--- config.mk ---
export PLATFORM = sky130hd
export DESIGN_NAME = cordic_post_proc
export DESIGN_NICKNAME = d
export VERILOG_FILES = /design/src/rtl/cordic_post_proc.sv
export SDC_FILE = /design/constraint.sdc
export NUM_CORES = 1
export LEC_CHECK = 0
export CORE_AREA = 5 5 197 199
export CTS_BUF_LIST = sky130_fd_sc_hd__clkbuf_4
export DETAILED_ROUTE_END_ITERATION = 8
export DIE_AREA = 0 0 202 204
export GPL_TIMING_DRIVEN = 1
export PLACE_DENSITY = 0.79
export SLEW_MARGIN = 20
export SYNTH_ARGS = -nofsm -noshare
export SYNTH_HDL_FRONTEND = slang
export SYNTH_SLANG_ARGS = --single-unit
--- constraint.sdc ---
create_clock -name i_clk -period 10.55 [get_ports i_clk]
set_input_delay 2.11 -clock i_clk [delete_from_list [all_inputs] [get_ports i_clk]]
set_output_delay 2.11 -clock i_clk [all_outputs]
set_load 0.005 [all_outputs]
--- src/rtl/cordic_post_proc.sv ---
// rtl/cordic_post_proc.sv - CORDIC output gain compensation, lane saturation and FWFT output FIFO
module cordic_post_proc #(
  parameter int NUM_DATA      = 3,
  parameter int FUNC_WIDTH    = 1,
  parameter int DATA_OP_WIDTH = 18,
  parameter int DATA_WIDTH    = 16,
  parameter int EN_SCALE      = 1,
  parameter int FIFO_DEPTH    = 4
) (
  input  logic                                         i_clk,
  input  logic                                         i_rst,
  input  logic                                         i_vld,
  input  logic [NUM_DATA*DATA_OP_WIDTH+FUNC_WIDTH-1:0] i_data,
  output logic                                         o_vld,
  input  logic                                         i_rdy,
  output logic [NUM_DATA*DATA_WIDTH+FUNC_WIDTH-1:0]    o_data,
  output logic                                         o_ovf,
  input  logic                                         i_ovf_clr,
  output logic                                         o_sat
);
  localparam int OW = NUM_DATA*DATA_WIDTH+FUNC_WIDTH;
  localparam int PW = DATA_OP_WIDTH + 16;
  localparam int AW = (FIFO_DEPTH > 1) ? $clog2(FIFO_DEPTH) : 1;
  localparam logic signed [PW-1:0] SCALE_K = PW'(19898);
  localparam logic signed [PW-1:0] ROUND   = PW'(1 << 14);
  localparam logic signed [PW-1:0] SAT_MAX = {{(PW-DATA_WIDTH+1){1'b0}}, {(DATA_WIDTH-1){1'b1}}};
  localparam logic signed [PW-1:0] SAT_MIN = {{(PW-DATA_WIDTH+1){1'b1}}, {(DATA_WIDTH-1){1'b0}}};

  logic signed [DATA_OP_WIDTH-1:0] in_lane [NUM_DATA];
  logic signed [PW-1:0]            s1_lane [NUM_DATA];
  logic signed [PW-1:0]            s2_pre  [NUM_DATA];
  logic                            s1_vld;
  logic [FUNC_WIDTH-1:0]           s1_func;
  logic [OW-1:0]                   s2_word_d;
  logic                            s2_sat_d;
  logic                            s2_vld;
  logic                            s2_sat;
  logic [OW-1:0]                   s2_word;

  logic [OW-1:0] mem [FIFO_DEPTH];
  logic [AW-1:0] wr_ptr;
  logic [AW-1:0] rd_ptr;
  logic [AW:0]   count;
  logic          full;
  logic          pop;
  logic          push;
  logic          drop;

  always_comb begin
    for (int i = 0; i < NUM_DATA; i++) begin
      in_lane[i] = i_data[i*DATA_OP_WIDTH +: DATA_OP_WIDTH];
    end
  end

  always_ff @(posedge i_clk) begin
    if (i_rst) s1_vld <= 1'b0;
    else       s1_vld <= i_vld;
  end

  // Lane 0 is Z (angle) and is never gain-compensated.
  always_ff @(posedge i_clk) begin
    s1_func <= i_data[NUM_DATA*DATA_OP_WIDTH +: FUNC_WIDTH];
    for (int i = 0; i < NUM_DATA; i++) begin
      if (i != 0 && EN_SCALE != 0) s1_lane[i] <= PW'(in_lane[i]) * SCALE_K;
      else                         s1_lane[i] <= PW'(in_lane[i]);
    end
  end

  always_comb begin
    s2_word_d = '0;
    s2_sat_d  = 1'b0;
    s2_word_d[OW-1 -: FUNC_WIDTH] = s1_func;
    for (int i = 0; i < NUM_DATA; i++) begin
      if (i != 0 && EN_SCALE != 0) s2_pre[i] = (s1_lane[i] + ROUND) >>> 15;
      else                         s2_pre[i] = s1_lane[i];
      if (s2_pre[i] > SAT_MAX) begin
        s2_word_d[i*DATA_WIDTH +: DATA_WIDTH] = SAT_MAX[DATA_WIDTH-1:0];
        s2_sat_d = 1'b1;
      end else if (s2_pre[i] < SAT_MIN) begin
        s2_word_d[i*DATA_WIDTH +: DATA_WIDTH] = SAT_MIN[DATA_WIDTH-1:0];
        s2_sat_d = 1'b1;
      end else begin
        s2_word_d[i*DATA_WIDTH +: DATA_WIDTH] = s2_pre[i][DATA_WIDTH-1:0];
      end
    end
  end

  always_ff @(posedge i_clk) begin
    if (i_rst) s2_vld <= 1'b0;
    else       s2_vld <= s1_vld;
  end

  always_ff @(posedge i_clk) begin
    s2_word <= s2_word_d;
    s2_sat  <= s2_sat_d;
  end

  // A full FIFO still accepts a write when the head is popped on the same edge.
  always_comb begin
    full = (count == (AW+1)'(FIFO_DEPTH));
    pop  = o_vld & i_rdy;
    push = s2_vld & (~full | pop);
    drop = s2_vld & full & ~pop;
  end

  assign o_vld  = (count != '0);
  assign o_data = o_vld ? mem[rd_ptr] : '0;

  always_ff @(posedge i_clk) begin
    if (push) mem[wr_ptr] <= s2_word;
  end

  always_ff @(posedge i_clk) begin
    if (i_rst) begin
      wr_ptr <= '0;
      rd_ptr <= '0;
      count  <= '0;
    end else begin
      if (push) wr_ptr <= wr_ptr + 1'b1;
      if (pop)  rd_ptr <= rd_ptr + 1'b1;
      if (push && !pop)      count <= count + 1'b1;
      else if (pop && !push) count <= count - 1'b1;
    end
  end

  always_ff @(posedge i_clk) begin
    if (i_rst) begin
      o_ovf <= 1'b0;
      o_sat <= 1'b0;
    end else begin
      if (drop)           o_ovf <= 1'b1;
      else if (i_ovf_clr) o_ovf <= 1'b0;
      if (s2_vld && s2_sat) o_sat <= 1'b1;
    end
  end
endmodule
==> out/metrics.csv <==
stage;metric;value;unit
placed_design;hpwl dp;31.9;mm
floorplan;row count;71;
synthesis;sequential area share after synthesis;0.383;
global_route;global-route wire length before repair;70.4;mm
clocking;Clock Latency Late Sink;0.67;ns
placed_design;Placer Congestion;0.923;
critical_path;nature of the critical path endpoint;register;
final_layout;layout cells sized above 1;0.0993;
critical_path;required time of the critical path;11.09;ns
min_path;HP Class;register to register;
synthesis;Unique masters post-synth;59;
global_route;GRT Util Overall;0.210;
min_path;Hold Path Cell Cnt;0;
global_route;vias in the first global route;14200;
final_layout;area of the multi-input gates;0.0118;mm2
sta;Fin Setup TNS;0;ns
final_layout;fin nets;2468;
global_route;initial antenna violation count;1;
final_layout;FF+latch area;0.00833;mm2
synthesis;Mapped Cells;1780;
critical_path;Worst EP arrival;8.05;ns
critical_path;Max FO, Critical Path;5;
global_route;largest net degree at the start of global routing;53;
sta;Final Skew;0.0350;ns
clocking;cts repair resizes;0;
pwr;Final Power;0.00804;W
final_layout;post-route core utilization;0.659;
synthesis;synth warn;0;
synthesis;Post-synth EDFFs;196;
clocking;Root Driver;clkbuf_4;
floorplan;total I/O pin count;112;
detailed_routing;DRT iter0 DRCs;611;
pwr;IR drop worst, VDD;0.000248;V
status;status;completed;
clocking;post-CTS setup buffer count;0;
global_route;GR Overflow Total;0;
synthesis;Synthesized Nets;2304;
clocking;TritonCTS clock tree;yes;
floorplan;chip width;202;um
floorplan;Die Ht;204;um
sta;fin crit share;0.712;
synthesis;FFs w/ async S/R, synth;0;
detailed_routing;drt drc;0;
sta;Final min period;7.51;ns
clocking;CTS Hold Buffers Added;0;
synthesis;Main synth FF type;edfxtp_1;
sta;RSZ-0062 raised after global routing;false;
critical_path;crit path launch type;input port;
floorplan;core area;0.0370;mm2
detailed_routing;wire per inst;16.7;um
detailed_routing;Antenna Nets Post-Route;0;
clocking;cts bufs inserted;76;
pwr;leak pwr;10.9;nW
sta;Setup Viol. Count Final;0;
synthesis;Mapped Avg Cell Area;12.2;um2
detailed_routing;via density per instance;5.28;
clocking;# clock sinks;318;
floorplan;Starting Density;0.587;
final_layout;Fillers;2739;
detailed_routing;DR pass1 iterations;5;
detailed_routing;via count;13100;
synthesis;Synth Register Bits;318;
flow_run;maxcap violations;0;
detailed_routing;wirelength, routed;41.5;mm
clocking;clk slew on worst S/H paths;0.06;ns
clocking;H-Tree Depth;3;
sta;f_max;133;MHz
critical_path;Setup Crit Path Kind;input port to register;
floorplan;die area;0.0412;mm2
pwr;power density over the cells;329;mW/mm2
sta;slew of the pin with the lowest slew margin;0.771;ns
synthesis;Netlist Area Pre-Place;0.0218;mm2
critical_path;flop2flop setup slack;7.72;ns
sta;final-report max-slew violation count;0;
placed_design;port bufs;111;
sta;Final Hold Viols;0;
clocking;Longest Clk Path Bufs;3;
sta;slew margin rel.;0.486;
final_layout;area grow syn2layout;12.2;%
critical_path;worst reg2reg path depth;7;
[cells in the mapped netlist, types with 5 or more instances]
library cell  count  area share
nand4_1           5      0.0014
o21bai_1          7      0.0024
a211oi_1          6      0.0021
and3_1           12      0.0035
edfxtp_1        196        0.27
nor3_1           15      0.0035
ha_1            227        0.13
o21ai_0          44       0.010
a21o_1           10      0.0035
xnor2_1          29       0.012
nand2b_1          8      0.0023
clkbuf_1         23      0.0040
fa_1            237        0.22
buf_1             7      0.0012
inv_1           400       0.069
dfxtp_1         122        0.11
xor2_1           45       0.018
nor2_1           79       0.014
nand3_1          27      0.0062
mux4_2           49       0.051
a21oi_1          48       0.011
and4_1            5      0.0020
o21a_1           11      0.0038
and2_1           54       0.016
nand2_1          53      0.0091
[final timing paths]
path,startpoint,to
min,s1_func$_DFF_P_,s2_word[48]$_DFF_P_
min reg2reg,s1_func$_DFF_P_,s2_word[48]$_DFF_P_
max reg2reg,s1_lane[0][48]$_DFF_P_,s2_sat$_SDFF_PP1_
max,i_data[31],s1_lane[0][66]$_DFF_P_
[area by class of cell]
cell class | instances | area share
inverter | 400 | 0.0615
multi-input combinational | 1027 | 0.483
sequential | 318 | 0.342
clock buffer | 114 | 0.0351
timing repair buffer | 121 | 0.0491
antenna | 1 | 0.000103
clock inverter | 25 | 0.00528
tap | 474 | 0.0243
[worst max-delay path, stage by stage]
cell,delay (ns)
clkdlybuf4s50_1,0.54
ha_1,0.36
inv_1,0.09
fa_1,0.56
inv_1,0.07
fa_1,0.55
fa_1,0.46
fa_1,0.54
inv_1,0.05
fa_1,0.53
inv_1,0.05
ha_1,0.36
o21ai_0,0.22
o21ai_0,0.13
a21o_1,0.20
o21a_1,0.22
o31ai_1,0.34
a21boi_0,0.21
o21a_1,0.22
o31a_1,0.23
[metrics by stage]
stage               setup slack (ns)  instances  cell area (um2)  hold slack (ns)
floorplan                       3.42       1780            21800            0.310
global placement                2.58       2339            23400            0.352
detailed placement              2.36       2339            23400            0.331
CTS                             3.10       2478            24400            0.363
global route                    2.69       2480            24400            0.364
finish                          3.04       2480            24400            0.377
[logic make-up after synthesis]
| group | Yosys count | synth area share |
|---|---|---|
| flops | 318 | 0.383 |
| fa+ha+maj | 464 | 0.349 |
| buf+inv | 435 | 0.0756 |
| simple gates | 278 | 0.0650 |
| compound gates | 159 | 0.0459 |
| mux | 52 | 0.0522 |
| xor+xnor | 74 | 0.0298 |
[registers in the layout (all words and copies together) (netlist names), named ones only]
register / count
o_sat: 1
s1_vld: 1
s1_lane: 58
s2_word: 49
o_ovf: 1
count: 3
s2_sat: 1
s1_func: 1
s2_vld: 1
wr_ptr: 2
rd_ptr: 2
mem: 196
[per-layer routing]
layer / share of wire / GRT usage
met5: 0 / 0
met3: 0.050 / 0.0414
met4: 0.021 / 0.0596
met1: 0.43 / 0.279
met2: 0.50 / 0.358
[where the power goes]
part	internal (W)	leakage (nW)	total, W	switching [W]
clock network	0.000521	0.587	0.000966	0.000445
registers	0.00166	2.79	0.00184	0.000174
logic	0.00240	7.49	0.00523	0.00283
total	0.00458	10.9	0.00804	0.00345
[cells in the final DEF, fill, tap and decap left out, drive strengths merged, types with 6 or more instances in the layout]
cell type | netlist | layout
a211oi | 6 | 6
a21o | 10 | 10
a21oi | 50 | 50
and2 | 54 | 54
and3 | 13 | 13
buf | 12 | 10
clkbuf | 23 | 114
clkdlybuf4s50 | 0 | 111
clkinv | 0 | 22
dfxtp | 122 | 122
edfxtp | 196 | 196
fa | 237 | 237
ha | 227 | 227
inv | 400 | 401
mux4 | 49 | 49
nand2 | 53 | 53
nand2b | 8 | 8
nand3 | 28 | 28
nor2 | 79 | 79
nor3 | 17 | 17
o21a | 11 | 11
o21ai | 47 | 47
o21bai | 7 | 7
xnor2 | 29 | 29
xor2 | 45 | 45
Note: power is estimated with default switching activity, not from simulation.
